--- src/rtl/updown_mod_counter.sv ---
`default_nettype none
// ============================================================================
// Module   : updown_mod_counter
// Brief    : Synchronous up/down counter with programmable modulus, wrap or
//            saturate behaviour at the boundaries, clock-enable prescaler,
//            clamped parallel load, terminal-count pulse and sticky overflow.
// Revision : 1.0 - initial release
// ============================================================================
module updown_mod_counter #(
    parameter int unsigned WIDTH    = 8,
    parameter int unsigned MAX_VAL  = (2**WIDTH) - 1,
    parameter bit          SATURATE = 1'b0,
    parameter int unsigned PRESCALE = 1
) (
    input  logic             clk,
    input  logic             reset,
    input  logic             enable,
    input  logic             up_down,
    input  logic             clear,
    input  logic             load,
    input  logic [WIDTH-1:0] load_value,
    input  logic             ovf_clear,
    output logic [WIDTH-1:0] counter_out,
    output logic             tc,
    output logic             ovf_sticky
);

    localparam logic [WIDTH-1:0] c_max  = WIDTH'(MAX_VAL);
    localparam logic [WIDTH-1:0] c_zero = '0;

    logic [WIDTH-1:0] r_count;
    logic             r_tc;
    logic             r_ovf;

    logic             w_pre_last;
    logic             w_step;
    logic             w_boundary;
    logic [WIDTH-1:0] w_step_val;
    logic [WIDTH-1:0] w_load_val;

    // Prescaler: a step is taken on every PRESCALE-th enabled cycle. The
    // phase counter only advances when enabled, so gaps in enable never
    // discard accumulated progress.
    generate
        if (PRESCALE > 1) begin : g_prescale
            localparam int unsigned      PRE_W      = $clog2(PRESCALE);
            localparam logic [PRE_W-1:0] c_pre_last = PRE_W'(PRESCALE - 1);

            logic [PRE_W-1:0] r_pre;

            // Phase counter, restarted by reset, clear and load
            always_ff @(posedge clk) begin
                if (reset || clear || load) begin
                    r_pre <= '0;
                end else if (enable) begin
                    r_pre <= (r_pre == c_pre_last) ? '0 : r_pre + PRE_W'(1);
                end
            end

            assign w_pre_last = (r_pre == c_pre_last);
        end else begin : g_no_prescale
            assign w_pre_last = 1'b1;
        end
    endgenerate

    assign w_step = enable && w_pre_last;

    // Load value is clamped so the count can never leave 0..MAX_VAL
    assign w_load_val = (load_value > c_max) ? c_max : load_value;

    // Next count for a step in the sampled direction, including boundary handling
    always_comb begin
        w_boundary = 1'b0;
        w_step_val = r_count;
        if (up_down) begin
            w_boundary = (r_count == c_max);
            if (w_boundary) begin
                w_step_val = SATURATE ? c_max : c_zero;
            end else begin
                w_step_val = r_count + WIDTH'(1);
            end
        end else begin
            w_boundary = (r_count == c_zero);
            if (w_boundary) begin
                w_step_val = SATURATE ? c_zero : c_max;
            end else begin
                w_step_val = r_count - WIDTH'(1);
            end
        end
    end

    // Count register: reset/clear, then load, then step
    always_ff @(posedge clk) begin
        if (reset || clear) begin
            r_count <= '0;
        end else if (load) begin
            r_count <= w_load_val;
        end else if (w_step) begin
            r_count <= w_step_val;
        end
    end

    // Terminal-count pulse: high only in the cycle after a boundary step
    always_ff @(posedge clk) begin
        if (reset || clear || load) begin
            r_tc <= 1'b0;
        end else begin
            r_tc <= w_step && w_boundary;
        end
    end

    // Sticky overflow: a boundary event outranks a simultaneous ovf_clear
    always_ff @(posedge clk) begin
        if (reset || clear) begin
            r_ovf <= 1'b0;
        end else if (!load && w_step && w_boundary) begin
            r_ovf <= 1'b1;
        end else if (ovf_clear) begin
            r_ovf <= 1'b0;
        end
    end

    assign counter_out = r_count;
    assign tc          = r_tc;
    assign ovf_sticky  = r_ovf;

endmodule
`default_nettype wire

--- config.mk ---
export PLATFORM = sky130hd
export DESIGN_NAME = updown_mod_counter
export DESIGN_NICKNAME = d
export VERILOG_FILES = /design/src/rtl/updown_mod_counter.sv
export SDC_FILE = /design/constraint.sdc
export NUM_CORES = 1
export LEC_CHECK = 0
export ABC_CLOCK_PERIOD_IN_PS = 2100
export CELL_PAD_IN_SITES_DETAIL_PLACEMENT = 1
export CELL_PAD_IN_SITES_GLOBAL_PLACEMENT = 1
export CORE_MARGIN = 8
export CORE_UTILIZATION = 30
export DETAILED_ROUTE_END_ITERATION = 8
export HOLD_SLACK_MARGIN = 0.02
export PLACE_DENSITY_LB_ADDON = 0.15
export SLEW_MARGIN = 20
export SYNTH_ARGS = -nofsm -noshare
export SYNTH_HDL_FRONTEND = slang
export SYNTH_SLANG_ARGS = --single-unit
--- constraint.sdc ---
create_clock -name clk -period 2.1 [get_ports clk]
set_clock_uncertainty 0.05 [all_clocks]
set_input_delay 0.21 -clock clk [delete_from_list [all_inputs] [get_ports clk]]
set_output_delay 0.21 -clock clk [all_outputs]
set_load 0.005 [all_outputs]
==> metrics.txt, run 1 <==
drt initial violations=64; Port Buf Inserts=24; CP max-delay cell=or3b_2; DRT Pass-1 Iters=4; CTS tree=yes; syn_nets=130; met1 usage=12.98%; Synth Area per Inst=7.697 µm²; fin. max-slew vios=0; met2 Usage GRT=21.41%; crit-path cells=inv_1 > ha_1 > or3b_2 > a211o_1 > a311o_1 > a21oi_1; cts bufs inserted=3; routability congestion estimate from global placement=0.8365; die height=roughly 70 µm; Post-synth ARST share=0%; GR peak layer=met2; Hold Fails Final Rpt=0; clk sink count=10; library cells used by synthesis=46; flops & latches, synth=10; area grow syn2layout=41.80%; Tightest Pin Transition=489.2 ps; Finished Cell Area=1222 µm²; Worst-Skew Late Latency=between 200 and 300 ps; # diodes=0; P_leak=0.4450 nW; WL/cell=16.68 µm; Initial Util=31.53%; Post-CTS Hold Buffers=0; crit-path max cell delay=approximately 500 ps; Cell Area, Synth=862.1 µm²; top_reg_cell synth=dfxtp_1; final WL=2919 µm; CP Buf/Inv Count=1; largest net degree at the start of global routing=13; GR Util All Layers=12.08%; Worst Path Max Fanout=5; P per Cell Area=around 470 nW/µm²; worst path arrival time=around 2200 ps; Yosys top cell area share=between 20% and 30%; GR Overflow Total=0; CP top delay family=compound AO/OA/AOI/OAI gates; minimum clock period=1995 ps; FP Rows=19; fmax=between 500 and 600 MHz; unrepaired setup endpoints after global routing=no; Synth warnings=0; Root Buffer=clkbuf_4; Vias per Instance=around 5.6; clk slew on worst S/H paths=80 ps; first-pass GRT wire length=4940 µm; remaining routing DRC violations=0; die area=4845 µm²; Setup crit start kind=flip-flop; relative slew slack=67.29%; Synth area leaders=dfxtp_1 (23%), a21oi_1 (5.2%), ha_1 (4.4%); antenna-violating nets left=0; die extent in x=roughly 70 µm; final setup TNS=0 ps; vias=985; CP required=2260 ps; clock buffer depth=2; Post-layout nets=163; Hold Path Class=in -> reg; initial antenna violation count=0; leading area contributor after synthesis=dfxtp_1; number of H-tree levels=1; critical path capture point type=flip-flop; Tcrit/Tclk final=95.01%; number of global-route vias before repair=1065; Post-Synthesis Cells=~110; grt met3 use=3.577%; number of synthesized flops with an enable pin=0; I/O pins=25; core area=2734 µm²; Max VDD drop=0.3808 mV; setup violators final=0; Crit Path Class=reg -> reg; HPWL Detailed=2300 µm; status=complete, no violations; Placed Area=1181 µm²; share of layout cells above drive strength 1=17.36%; sequential area share after synthesis=between 20 and 25%; max cap viols=0
layout by cell type, fill, tap and decap left out, types with 3 or more instances in the layout:
cell type         n
inv_1             4
nor2_1            9
clkdlybuf4s50_1  24
o21ai_0           5
dfxtp_1          10
a21oi_1           9
buf_4            12
or2_2             3
clkbuf_4          3
nand3_1           3
ha_1              3
or3_1             3
nor3_1            3
xnor2_1           3
nand2_1           8
final cells by class:
cell class / instances / area [µm²]
well taps: 31 / 38.79
fillers: 345 / 1511
multi-input cells: 90 / 601.8
inverters: 4 / 15.01
repair buffers: 36 / 330.3
flip-flops and latches: 10 / 200.2
clock buffers: 4 / 36.28
synth_stat cells, types with 2 or more instances:
library cell,number
a211o_1,2
a211oi_1,2
a21o_1,2
a21oi_1,9
a31oi_1,2
and2_1,2
buf_4,3
clkbuf_1,2
dfxtp_1,10
ha_1,3
inv_1,4
mux2i_1,2
nand2_1,8
nand3_1,3
nand3b_1,2
nand4_1,2
nor2_1,9
nor3_1,4
nor3b_1,2
o211ai_1,2
o21ai_0,5
or2_2,3
or3_1,3
xnor2_1,3
xor2_1,2
flip-flops by register name, indices dropped and copies added, names as in the netlist:
name,flops
ovf_sticky,1
counter_out,8
tc,1
report_power, final:
part           internal (mW)  leakage [nW]  total (mW)  switching [mW]
logic                 0.0976         0.343       0.188          0.0901
registers              0.197        0.0815       0.201         0.00422
clock network          0.105        0.0210       0.181          0.0753
metal layers:
layer  up-vias  wire length [µm]
met5         -                 0
met4         0                50
met3         6               117
met2        16              1468
met1       483              1284
li1        480                 -
logic make-up after synthesis:
family / Yosys count / synth area share [%]
XOR/XNOR: 5 / 5.081
multiplexers: 2 / 2.322
AND/OR/NAND/NOR: 44 / 28.01
adder cells (fa/ha/maj): 3 / 4.355
AO/OA/AOI/OAI: 36 / 29.46
buffers and inverters: 12 / 7.546
flip-flops: 10 / 23.22
path summary, 6_finish.rpt:
| path | from | to | slack (ps) | cells after the start |
|---|---|---|---|---|
| worst min register to register | ovf_sticky | ovf_sticky | 440 | 2 |
| worst max register to register | counter_out[1] | counter_out[2] | 100 | 6 |
| worst min-delay path | load_value[2] | counter_out[2] | 440 | 3 |
| worst max-delay path | counter_out[1] | counter_out[2] | 100 | 6 |
worst reg2reg max path, stage by stage (launching register included):
cell and delay (ps):
dfxtp_1 320, inv_1 120, ha_1 180, or3b_2 510
a211o_1 250, a311o_1 350, a21oi_1 140
per-stage QoR:
stage / utilization, % / std cells / hold slack [ps] / total power, mW / setup slack, ps
after floorplan: - / 112 / 303.7 / 0.3136 / 91.00
after global placement: 43.20 / 171 / 441.8 / 0.3875 / 184.9
after detailed placement: 43.20 / 171 / 438.2 / 0.3912 / 126.0
after CTS: 44.53 / 175 / 443.0 / 0.5721 / 102.4
after global routing: 44.71 / 175 / 452.6 / 0.6034 / 45.72
final: 44.71 / 175 / 441.4 / 0.5695 / 104.9
what timing repair did:
action,CTS,global route
resized for setup,0,1
endpoints found under the hold margin,0,0
endpoints found under the setup margin,0,1
buffers inserted,0,0
No activity file was read; power rests on OpenSTA's default activity.
==> run 2: changes to the inputs <==
Settings changed: CAP_MARGIN set to 20, SKIP_CTS_REPAIR_TIMING set to 1.
==> results of run 2 <==
The final DEF is identical to that of run 1; final timing and power are the same.
